`config.mk`:
```
export PLATFORM = sky130hd
export DESIGN_NAME = gpr_file_sp
export DESIGN_NICKNAME = d
export VERILOG_FILES = /design/src/rtl/gpr_pkg.sv /design/src/rtl/gpr_sp_unit.sv /design/src/rtl/gpr_file_sp.sv
export SDC_FILE = /design/constraint.sdc
export NUM_CORES = 1
export LEC_CHECK = 0
export ABC_AREA = 1
export CORE_ASPECT_RATIO = 1.1
export CORE_UTILIZATION = 53
export CTS_CLUSTER_SIZE = 28
export DETAILED_ROUTE_END_ITERATION = 7
export PLACE_DENSITY = 0.77
export SYNTH_ARGS = -nofsm -noshare
export SYNTH_HDL_FRONTEND = slang
export SYNTH_HIERARCHICAL = 1
export SYNTH_SLANG_ARGS = --single-unit
export TNS_END_PERCENT = 50
```
`constraint.sdc`:
```
create_clock -name clk -period 1.5 [get_ports clk]
set_input_delay 0.15 -clock clk [delete_from_list [all_inputs] [get_ports clk]]
set_output_delay 0.15 -clock clk [all_outputs]
set_load 0.01 [all_outputs]
```
`src/rtl/gpr_pkg.sv`:
```
// Shared types and helpers for the tiny16 general-purpose register file.
package gpr_pkg;

   typedef logic [1:0] sp_op_t;

   localparam sp_op_t SP_OP_NONE = 2'b00;
   localparam sp_op_t SP_OP_INC  = 2'b01;
   localparam sp_op_t SP_OP_DEC  = 2'b10;
   localparam sp_op_t SP_OP_RSVD = 2'b11;

   // Register-index width; never narrower than one bit.
   function automatic int idx_w(input int nregs);
      return (nregs <= 2) ? 1 : $clog2(nregs);
   endfunction

endpackage

```
`src/rtl/gpr_sp_unit.sv`:
```
// Combinational stack-pointer adjust: next SP value and wrap detect for inc/dec.
module gpr_sp_unit
   import gpr_pkg::*;
#(
   parameter int WIDTH   = 16,
   parameter int SP_STEP = 1
) (
   input  logic [WIDTH-1:0] sp_i,
   input  logic [1:0]       sp_op_i,
   output logic [WIDTH-1:0] sp_next_o,
   output logic             wrap_o,
   output logic             active_o
);

   localparam logic [WIDTH:0] STEP_X = (WIDTH+1)'(SP_STEP);

   // One extra bit catches carry-out on inc and borrow on dec.
   logic [WIDTH:0] inc_x;
   logic [WIDTH:0] dec_x;

   assign inc_x = {1'b0, sp_i} + STEP_X;
   assign dec_x = {1'b0, sp_i} - STEP_X;

   always_comb begin
      sp_next_o = sp_i;
      wrap_o    = 1'b0;
      active_o  = 1'b0;
      case (sp_op_t'(sp_op_i))
         SP_OP_INC: begin
            sp_next_o = inc_x[WIDTH-1:0];
            wrap_o    = inc_x[WIDTH];
            active_o  = 1'b1;
         end
         SP_OP_DEC: begin
            sp_next_o = dec_x[WIDTH-1:0];
            wrap_o    = dec_x[WIDTH];
            active_o  = 1'b1;
         end
         default: ;
      endcase
   end

endmodule

```
`src/rtl/gpr_file_sp.sv`:
```
// Register file with hardware stack pointer, two registered read ports and a bus-output port.
// Optional read-during-write bypass is enabled by defining GPR_BYPASS_EN.
module gpr_file_sp
   import gpr_pkg::*;
#(
   parameter int               WIDTH    = 16,
   parameter int               NREGS    = 8,
   parameter int               SP_IDX   = 1,
   parameter logic [WIDTH-1:0] SP_RESET = '1,
   parameter int               SP_STEP  = 1
) (
   input  logic                      clk,
   input  logic                      rst,
   input  logic [idx_w(NREGS)-1:0]   src_sel,
   input  logic [idx_w(NREGS)-1:0]   dst_sel,
   input  logic                      in_en,
   input  logic [WIDTH-1:0]          in,
   input  logic [1:0]                sp_op,
   input  logic                      out_en,
   output logic [WIDTH-1:0]          out,
   output logic                      out_valid,
   output logic [WIDTH-1:0]          src,
   output logic [WIDTH-1:0]          dst,
   output logic                      sp_wrap
);

   localparam int IW = idx_w(NREGS);

   logic [WIDTH-1:0] gpr_rd [NREGS];

   logic [WIDTH-1:0] sp_next;
   logic             sp_wrap_c;
   logic             sp_active;
   logic             sp_wr_hit;
   logic             sp_apply;

   logic [WIDTH-1:0] src_q, src_d;
   logic [WIDTH-1:0] dst_q, dst_d;
   logic [WIDTH-1:0] out_q, out_d;
   logic             out_valid_q;
   logic             sp_wrap_q;

   gpr_sp_unit #(
      .WIDTH   (WIDTH),
      .SP_STEP (SP_STEP)
   ) u_sp (
      .sp_i      (gpr_rd[SP_IDX]),
      .sp_op_i   (sp_op),
      .sp_next_o (sp_next),
      .wrap_o    (sp_wrap_c),
      .active_o  (sp_active)
   );

   // An explicit write to the SP register suppresses that cycle's SP op.
   assign sp_wr_hit = in_en && (dst_sel == IW'(SP_IDX));
   assign sp_apply  = sp_active && !sp_wr_hit;

   generate
      for (genvar gi = 0; gi < NREGS; gi++) begin : g_reg
         logic [WIDTH-1:0] reg_q;
         logic [WIDTH-1:0] reg_d;
         logic             wr_hit;

         assign wr_hit = in_en && (dst_sel == IW'(gi));

         if (gi == SP_IDX) begin : g_sp
            always_comb begin
               reg_d = reg_q;
               if (wr_hit) begin
                  reg_d = in;
               end else if (sp_apply) begin
                  reg_d = sp_next;
               end
            end
         end else begin : g_gp
            always_comb begin
               reg_d = reg_q;
               if (wr_hit) begin
                  reg_d = in;
               end
            end
         end

         always_ff @(posedge clk) begin
            if (rst) begin
               reg_q <= (gi == SP_IDX) ? SP_RESET : '0;
            end else begin
               reg_q <= reg_d;
            end
         end

         assign gpr_rd[gi] = reg_q;
      end
   endgenerate

   // Indices beyond NREGS (non power-of-two sizes) read as zero.
   function automatic logic [WIDTH-1:0] rd_port(input logic [IW-1:0] idx);
      logic [WIDTH-1:0] v;
      v = '0;
      if (int'(idx) < NREGS) begin
         v = gpr_rd[idx];
`ifdef GPR_BYPASS_EN
         if (in_en && (idx == dst_sel)) begin
            v = in;
         end else if ((idx == IW'(SP_IDX)) && sp_apply) begin
            v = sp_next;
         end
`endif
      end
      return v;
   endfunction

   always_comb begin
      src_d = rd_port(src_sel);
      dst_d = rd_port(dst_sel);
      out_d = out_q;
      if (out_en) begin
         out_d = rd_port(src_sel);
      end
   end

   always_ff @(posedge clk) begin
      if (rst) begin
         src_q       <= '0;
         dst_q       <= '0;
         out_q       <= '0;
         out_valid_q <= 1'b0;
         sp_wrap_q   <= 1'b0;
      end else begin
         src_q       <= src_d;
         dst_q       <= dst_d;
         out_q       <= out_d;
         out_valid_q <= out_en;
         sp_wrap_q   <= sp_apply && sp_wrap_c;
      end
   end

   assign src       = src_q;
   assign dst       = dst_q;
   assign out       = out_q;
   assign out_valid = out_valid_q;
   assign sp_wrap   = sp_wrap_q;

endmodule
```
==> results of run 1 <==
-- layout make-up --
type,instances,share of cell area [%]
multi-input cells,1018,40.45
flip-flops and latches,178,30.34
repair buffers,204,15.88
inverters,180,5.760
clock buffers,17,3.594
well taps,234,2.473
clock inverters,15,1.511
-- worst max-delay path, delay by kind of cell, from the launching register on --
kind             cells  cell delay (ps)
flip-flops           1              420
AND/OR/NAND/NOR      9              960
-- power groups by stage --
| stage | Sequential [mW] | Combinational, mW | Clock (mW) |
|---|---|---|---|
| floorplan | 5.29 | 1.35 | 0 |
| global route | 5.22 | 2.95 | 4.71 |
| finish | 5.19 | 2.70 | 4.50 |
| detailed placement | 5.27 | 2.53 | 0 |
| CTS | 5.16 | 2.57 | 4.54 |
| global placement | 5.26 | 2.50 | 0 |
-- kinds of logic (layout without fill, tap and decap cells) --
logic type      count (synthesis)  count (layout)  synth area share (%)
simple gates                  662             662                 30.11
compound gates                352             352                 19.29
buf+inv                       272             416                 11.52
flops                         178             178                 38.54
fa+ha+maj                       4               4                0.5414
-- timing repair --
| action | in CTS | in global routing |
|---|---|---|
| gates resized for setup | 20 | 63 |
| pin swaps | 1 | 18 |
| buffers inserted | 0 | 2 |
| endpoints found under the setup margin | 15 | 26 |
-- state kept, by name (all words and copies together), names as in the netlist --
signal and count:
g.reg_q 128, dst 16, out 16, src 16
out_valid 1, sp_wrap 1
-- cells in the final DEF, fill, tap and decap left out, types with 2 or more instances in the layout --
| master | synthesis | final |
|---|---|---|
| ha_1 | 4 | 2 |
| o21ai_0 | 163 | 159 |
| clkinv_4 | 0 | 2 |
| o21ai_1 | 11 | 13 |
| dlygate4sd2_1 | 0 | 2 |
| clkbuf_16 | 0 | 17 |
| inv_1 | 169 | 164 |
| nand3_4 | 1 | 2 |
| inv_4 | 0 | 2 |
| inv_2 | 11 | 13 |
| buf_6 | 1 | 2 |
| nand3_2 | 1 | 2 |
| buf_12 | 0 | 10 |
| ha_4 | 0 | 2 |
| nand4_1 | 17 | 17 |
| nor2_2 | 7 | 11 |
| nor2_1 | 134 | 123 |
| a21oi_1 | 168 | 166 |
| inv_8 | 0 | 4 |
| inv_6 | 0 | 4 |
| nand2_1 | 343 | 339 |
| o211ai_1 | 5 | 5 |
| nor3_1 | 3 | 3 |
| nand3_1 | 148 | 146 |
| dfxtp_1 | 178 | 164 |
| nor2_4 | 2 | 9 |
| dfxtp_2 | 0 | 10 |
| nand2_2 | 6 | 6 |
| clkinv_8 | 0 | 4 |
| buf_4 | 0 | 115 |
| clkdlybuf4s50_1 | 0 | 62 |
| dlymetal6s2s_1 | 0 | 12 |
| o22ai_1 | 3 | 2 |
| nand2_4 | 0 | 4 |
| dfxtp_4 | 0 | 4 |
-- metal layers --
metal  up-vias  global-route usage, %
li1       4990                      -
met1      4652                  43.22
met2       523                  57.89
met3        98                  7.869
met4         0                  16.90
met5         -                      0
-- worst max path at each step --
stage                                 endpoint  depth (start not counted)
2_1_floorplan  g_reg[1].reg_q[10]$_SDFFE_PP1P_                         10
3_3_place_gp    g_reg[2].reg_q[6]$_SDFFE_PP0P_                          7
3_5_place_dp    g_reg[2].reg_q[6]$_SDFFE_PP0P_                          7
4_1_cts        g_reg[1].reg_q[14]$_SDFFE_PP1P_                         10
5_1_grt        g_reg[1].reg_q[13]$_SDFFE_PP1P_                         11
6_report       g_reg[1].reg_q[12]$_SDFFE_PP1P_                          9
-- stage by stage --
stage	setup TNS, ps	util (%)	std cells	hold WS (ps)
finish	0	69.57	1846	445.9
detailed placement	-31760	64.54	1812	454.8
global placement	-28270	64.54	1812	451.1
floorplan	0	-	1468	282.4
global route	-650.2	69.57	1846	462.2
CTS	-0.2481	68.32	1844	423.3
==> flow_summary.json, run 1 <==
{
  "outcome": "finished clean",
  "required_ps": 1820,
  "synth_common_cells": "nand2_1, dfxtp_1, inv_1",
  "p_clk_share_pct": 36.3,
  "ys.flop_type": "dfxtp_1",
  "htreeDepth": 4,
  "synth_seq_cells": 178,
  "syn_inst": 1468,
  "first_iter_violations": 995,
  "swShare_pct": 32.65,
  "area_growth_syn_to_layout_pct": 28.04,
  "worst-setup-path-type": "reg2reg",
  "grt.total_usage_pct": 35.13,
  "grt_overflow_total": 0,
  "syn_area_um2": 9245,
  "detail-route-antenna-nets": 0,
  "tightest_slew_ps": 437.4,
  "first_global_vias": 9582,
  "drv_cap": 0,
  "crit_start": "g_reg[1].reg_q[5]$_SDFFE_PP1P_",
  "drive_above_1_share_pct": 14.33,
  "pwr-share-comb_pct": 21.8,
  "tritoncts": "built",
  "hp-start": "in[13]",
  "startpoint_type": "flip-flop",
  "synth_edf_count": 0,
  "min_period_over_period_pct": 99.94,
  "core_area_um2": 17020,
  "cts.clk_slew.worst_paths_ps": 70,
  "pin_count": 78,
  "finalSetupViolations": 0,
  "grt_pass1_wl_um": 49190,
  "hpwlAfterDp_um": 22020,
  "yosys-top-cells-area": "dfxtp_1, nand2_1, a21oi_1",
  "path_common_cell": "nand2_1",
  "place_ws_ps": -326.2,
  "sequentialPowerShare_pct": 41.9,
  "die-area_um2": 17980,
  "cts.sinks": 178,
  "cp_slowest_cell": "dfxtp_2",
  "cts_buffers": 17,
  "clock_latency_ps": 440,
  "yosysWarnings": 6,
  "root_buffer": "clkbuf_16",
  "place_area_um2": 10980,
  "top_layer": "met4",
  "clock.fmax_ghz": 0.6671,
  "power.switching_mw": 4.044,
  "io_buffers": 77,
  "finalWorstSetupSlack_ps": 0.8858,
  "wire_per_inst_um": 16.84,
  "critPathCaptureType": "flip-flop",
  "yosysUniqueCellTypes": 26,
  "synth.most_common_cell": "nand2_1",
  "worstRegToRegCells": 9,
  "async_reset_ff_share_pct": 0,
  "postSynthNetCount": 1500,
  "regArea_um2": 3591,
  "drc": 0,
  "routed-wl-met2_um": 14480,
  "post-synth-top-area-fraction_pct": 38.54,
  "drt_first_pass_iters": 6,
  "ir_drop_uv": 801.3,
  "place.gp.congestion": 0.9439,
  "wl_met1_um": 12400,
  "reg2reg_to": "g_reg[1].reg_q[12]$_SDFFE_PP1P_",
  "n_antenna_cell": 0,
  "slowest_delay_ps": 420,
  "antenna_found_initial": 0,
  "yosysTopAreaCell": "dfxtp_1",
  "maxSlewHeadroom_pct": 70.53,
  "fillers": 1509,
  "multi_input_area_um2": 4788,
  "start_util_pct": 54.33,
  "ys_seq_area_share_pct": 38.54,
  "worstPathMaxFanout": 5,
  "drv_slew": 0,
  "p_per_area_nw_per_um2": 1046,
  "r2r_slack_ps": 0.9,
  "min_to": "g_reg[4].reg_q[13]$_SDFFE_PP0P_",
  "finalPower_mw": 12.39,
  "final_cell_area_um2": 11840,
  "syn_area_per_cell_um2": 6.298,
  "leakagePower_nw": 5.386,
  "route.met3.wl_um": 2956,
  "path_cells": "nand2_1 -> nor2_1 -> nand4_1 -> nand3_1 -> nand2_1 -> nand2_1 -> nand2_1 -> nand2_1 -> nand4_1",
  "power.internal_mw": 8.342,
  "avgViaCountPerCell": 5.560,
  "grt_max_degree": 61,
  "cts_hold_buf": 0,
  "grt_setup_unrepaired": "true",
  "period_needed_ps": 1499,
  "wirelength_um": 31080,
  "die_h_um": 140.5,
  "die_w_um": 127.9,
  "nets": 1631,
  "skew_ps": 13.54,
  "via_count": 10260,
  "min_path_type": "in2reg",
  "fp-row-count": 50,
  "cp_data_arrival_time_ps": 1820,
  "hold_viol": 0,
  "cts_buffer_depth": 2,
  "timing.rr.start": "g_reg[1].reg_q[5]$_SDFFE_PP1P_",
  "hold_depth": 3
}
Note: power is estimated with default switching activity, not from simulation.
==> run 2: changes to the inputs <==
--- a/config.mk
+++ b/config.mk
@@ -5,7 +5,6 @@
 export SDC_FILE = /design/constraint.sdc
 export NUM_CORES = 1
 export LEC_CHECK = 0
-export ABC_AREA = 1
 export CORE_ASPECT_RATIO = 1.1
 export CORE_UTILIZATION = 53
 export CTS_CLUSTER_SIZE = 28
==> flow_summary.json, run 2 <==
{
  "outcome": "finished with violations",
  "violations": "setup timing",
  "worstPathMaxFanout": 6,
  "final_cell_area_um2": 11980,
  "p_clk_share_pct": 36.1,
  "wirelength_um": 25690,
  "grt.total_usage_pct": 29.15,
  "grt_setup_unrepaired": "true",
  "power.switching_mw": 3.490,
  "synth_edf_count": 0,
  "leakagePower_nw": 4.670,
  "hpwlAfterDp_um": 17810,
  "skew_ps": 8.382,
  "post-place-cells": 1428,
  "synth_common_cells": "nand2_1, dfxtp_1, a21oi_1",
  "tritoncts": "built",
  "die-area_um2": 17830,
  "synth.most_common_cell": "nand2_1",
  "pwr-share-comb_pct": 21.1,
  "min_to": "g_reg[3].reg_q[5]$_SDFFE_PP0P_",
  "finalWorstSetupSlack_ps": -547.8,
  "final_common_cell": "nand2_1",
  "cts_buffers": 17,
  "hp-start": "rst",
  "die_h_um": 139.9,
  "syn_inst": 1078,
  "via_count": 8558,
  "n_antenna_cell": 0,
  "cts_hold_buf": 0,
  "cts.clk_slew.worst_paths_ps": 70,
  "area_growth_syn_to_layout_pct": 30.66,
  "grt_pass1_wl_um": 41190,
  "die_w_um": 127.4,
  "ir_drop_uv": 912.2,
  "grt_overflow_total": 0,
  "grt_max_degree": 50,
  "core_area_um2": 16950,
  "place_area_um2": 11170,
  "period_needed_ps": 2048,
  "first_iter_violations": 816,
  "fp-row-count": 50,
  "sequentialPowerShare_pct": 42.9,
  "drv_slew": 0,
  "detail-route-antenna-nets": 0,
  "synth_seq_cells": 178,
  "tightest_slew_ps": 587.2,
  "ys.flop_type": "dfxtp_1",
  "first_global_vias": 8175,
  "pin_count": 78,
  "htreeDepth": 4,
  "final_cell_mix": "nand2_1, dfxtp_1, a21oi_1",
  "drt_first_pass_iters": 8,
  "startpoint_type": "flip-flop",
  "swShare_pct": 29.30,
  "syn_area_um2": 9166,
  "worstRegToRegCells": 12,
  "clock_latency_ps": 430,
  "yosys-top-cells-area": "dfxtp_1, nand2_1, mux2i_1",
  "cts.sinks": 178,
  "nets": 1251,
  "cp_data_arrival_time_ps": 2370,
  "instances_no_fill": 1466,
  "critPathCaptureType": "flip-flop",
  "start_util_pct": 54.07,
  "drv_cap": 0,
  "reg2reg_to": "g_reg[1].reg_q[6]$_SDFFE_PP1P_",
  "post-synth-top-area-fraction_pct": 38.88,
  "maxSlewHeadroom_pct": 60.76,
  "finalSetupViolations": 16,
  "postSynthNetCount": 1110,
  "cts_buffer_depth": 2,
  "largest_reg_flops": 128,
  "p_per_area_nw_per_um2": 994.5,
  "root_buffer": "clkbuf_16",
  "worst-setup-path-type": "reg2reg",
  "place.gp.congestion": 0.8705,
  "async_reset_ff_share_pct": 0,
  "yosysWarnings": 6,
  "syn_area_per_cell_um2": 8.503,
  "io_buffers": 77,
  "clock.fmax_ghz": 0.4883,
  "required_ps": 1820,
  "hold_viol": 0,
  "wire_per_inst_um": 17.52,
  "drc": 0,
  "antenna_found_initial": 0,
  "ys_seq_area_share_pct": 38.88,
  "power.internal_mw": 8.422,
  "largest-register": "g.reg_q",
  "timing.rr.start": "g_reg[1].reg_q[1]$_SDFFE_PP1P_",
  "hold_depth": 2,
  "r2r_slack_ps": -550,
  "yosysUniqueCellTypes": 53,
  "yosysTopAreaCell": "dfxtp_1",
  "avgViaCountPerCell": 5.838,
  "min_period_over_period_pct": 136.5,
  "min_path_type": "in2reg",
  "drive_above_1_share_pct": 23.05
}
-- run 2: worst max path at each step --
stage	to	startpoint	cells after the start	slack, ps
final	g_reg[1].reg_q[6]$_SDFFE_PP1P_	g_reg[1].reg_q[1]$_SDFFE_PP1P_	12	-550
after global routing	g_reg[1].reg_q[8]$_SDFFE_PP1P_	g_reg[1].reg_q[1]$_SDFFE_PP1P_	10	-650
after CTS	g_reg[1].reg_q[14]$_SDFFE_PP1P_	g_reg[1].reg_q[0]$_SDFFE_PP1P_	8	-480
after detailed placement	g_reg[1].reg_q[5]$_SDFFE_PP1P_	sp_op[0]	9	-900
after global placement	g_reg[1].reg_q[5]$_SDFFE_PP1P_	sp_op[0]	9	-820
after floorplan	g_reg[1].reg_q[14]$_SDFFE_PP1P_	g_reg[1].reg_q[10]$_SDFFE_PP1P_	8	-420
-- run 2: layer usage --
metal | global-route usage, % | share of wire, % | up-vias
met5 | 0 | 0 | -
met4 | 10.96 | 2.5 | 0
met3 | 5.691 | 7.4 | 63
met2 | 49.47 | 49 | 395
met1 | 36.53 | 41 | 4072
li1 | - | - | 4028
-- run 2: power by group through the flow --
stage / combinational (mW) / sequential [mW] / clock [mW]
after floorplan: 1.37 / 5.21 / 0
after global placement: 2.30 / 5.20 / 0
after detailed placement: 2.35 / 5.21 / 0
after CTS: 2.45 / 5.10 / 4.34
after global routing: 2.68 / 5.13 / 4.51
final: 2.51 / 5.11 / 4.29
-- run 2: cells by family after synthesis --
group	after synthesis	synth area share, %
DFF	178	38.88
adders and majority gates	4	0.5460
muxes	133	18.97
AOI/OAI and AO/OA	222	15.02
buffers and inverters	110	6.142
and+or+nand+nor	431	20.45
-- run 2: worst max-delay path, stage by stage (launching register included) --
cell and delay, ps:
dfxtp_4 380, inv_2 70, ha_4 130, nor4b_4 230, buf_4 170, buf_4 100, buf_6 80, a21oi_1 50
o21ai_1 120, o21ai_1 70, a41o_1 230, a211oi_2 220, o21bai_1 90
-- run 2: area by class of cell --
type	count	area (um^2)
inverter	10	40.04
clock inverter	14	130.1
clock buffer	18	439.2
sequential	178	3593
multi-input combinational	790	5283
timing repair buffer	222	2198
tap	234	292.8
fill	1256	4977
-- run 2: timing repair --
| item | 4_1_cts | 5_1_grt |
|---|---|---|
| hold endpoints to repair | 0 | 0 |
| buffers inserted | 4 | 2 |
| pin swaps | 11 | 7 |
| endpoints found under the setup margin | 17 | 23 |
| gates resized for setup | 29 | 19 |
-- run 2: through the flow --
stage          util [%]  hold slack, ps  power, mW  worst slack [ps]  setup TNS [ps]
2_1_floorplan         -           438.8      6.577            -422.9           -3695
3_3_place_gp      65.86           452.8      7.493            -820.6          -25880
3_5_place_dp      65.86           459.1      7.555            -900.1          -30400
4_1_cts           70.12           69.80      11.89            -483.4           -5264
5_1_grt           70.64           91.26      12.32            -646.7           -7189
6_report          70.64           77.32      11.91            -547.8           -5461
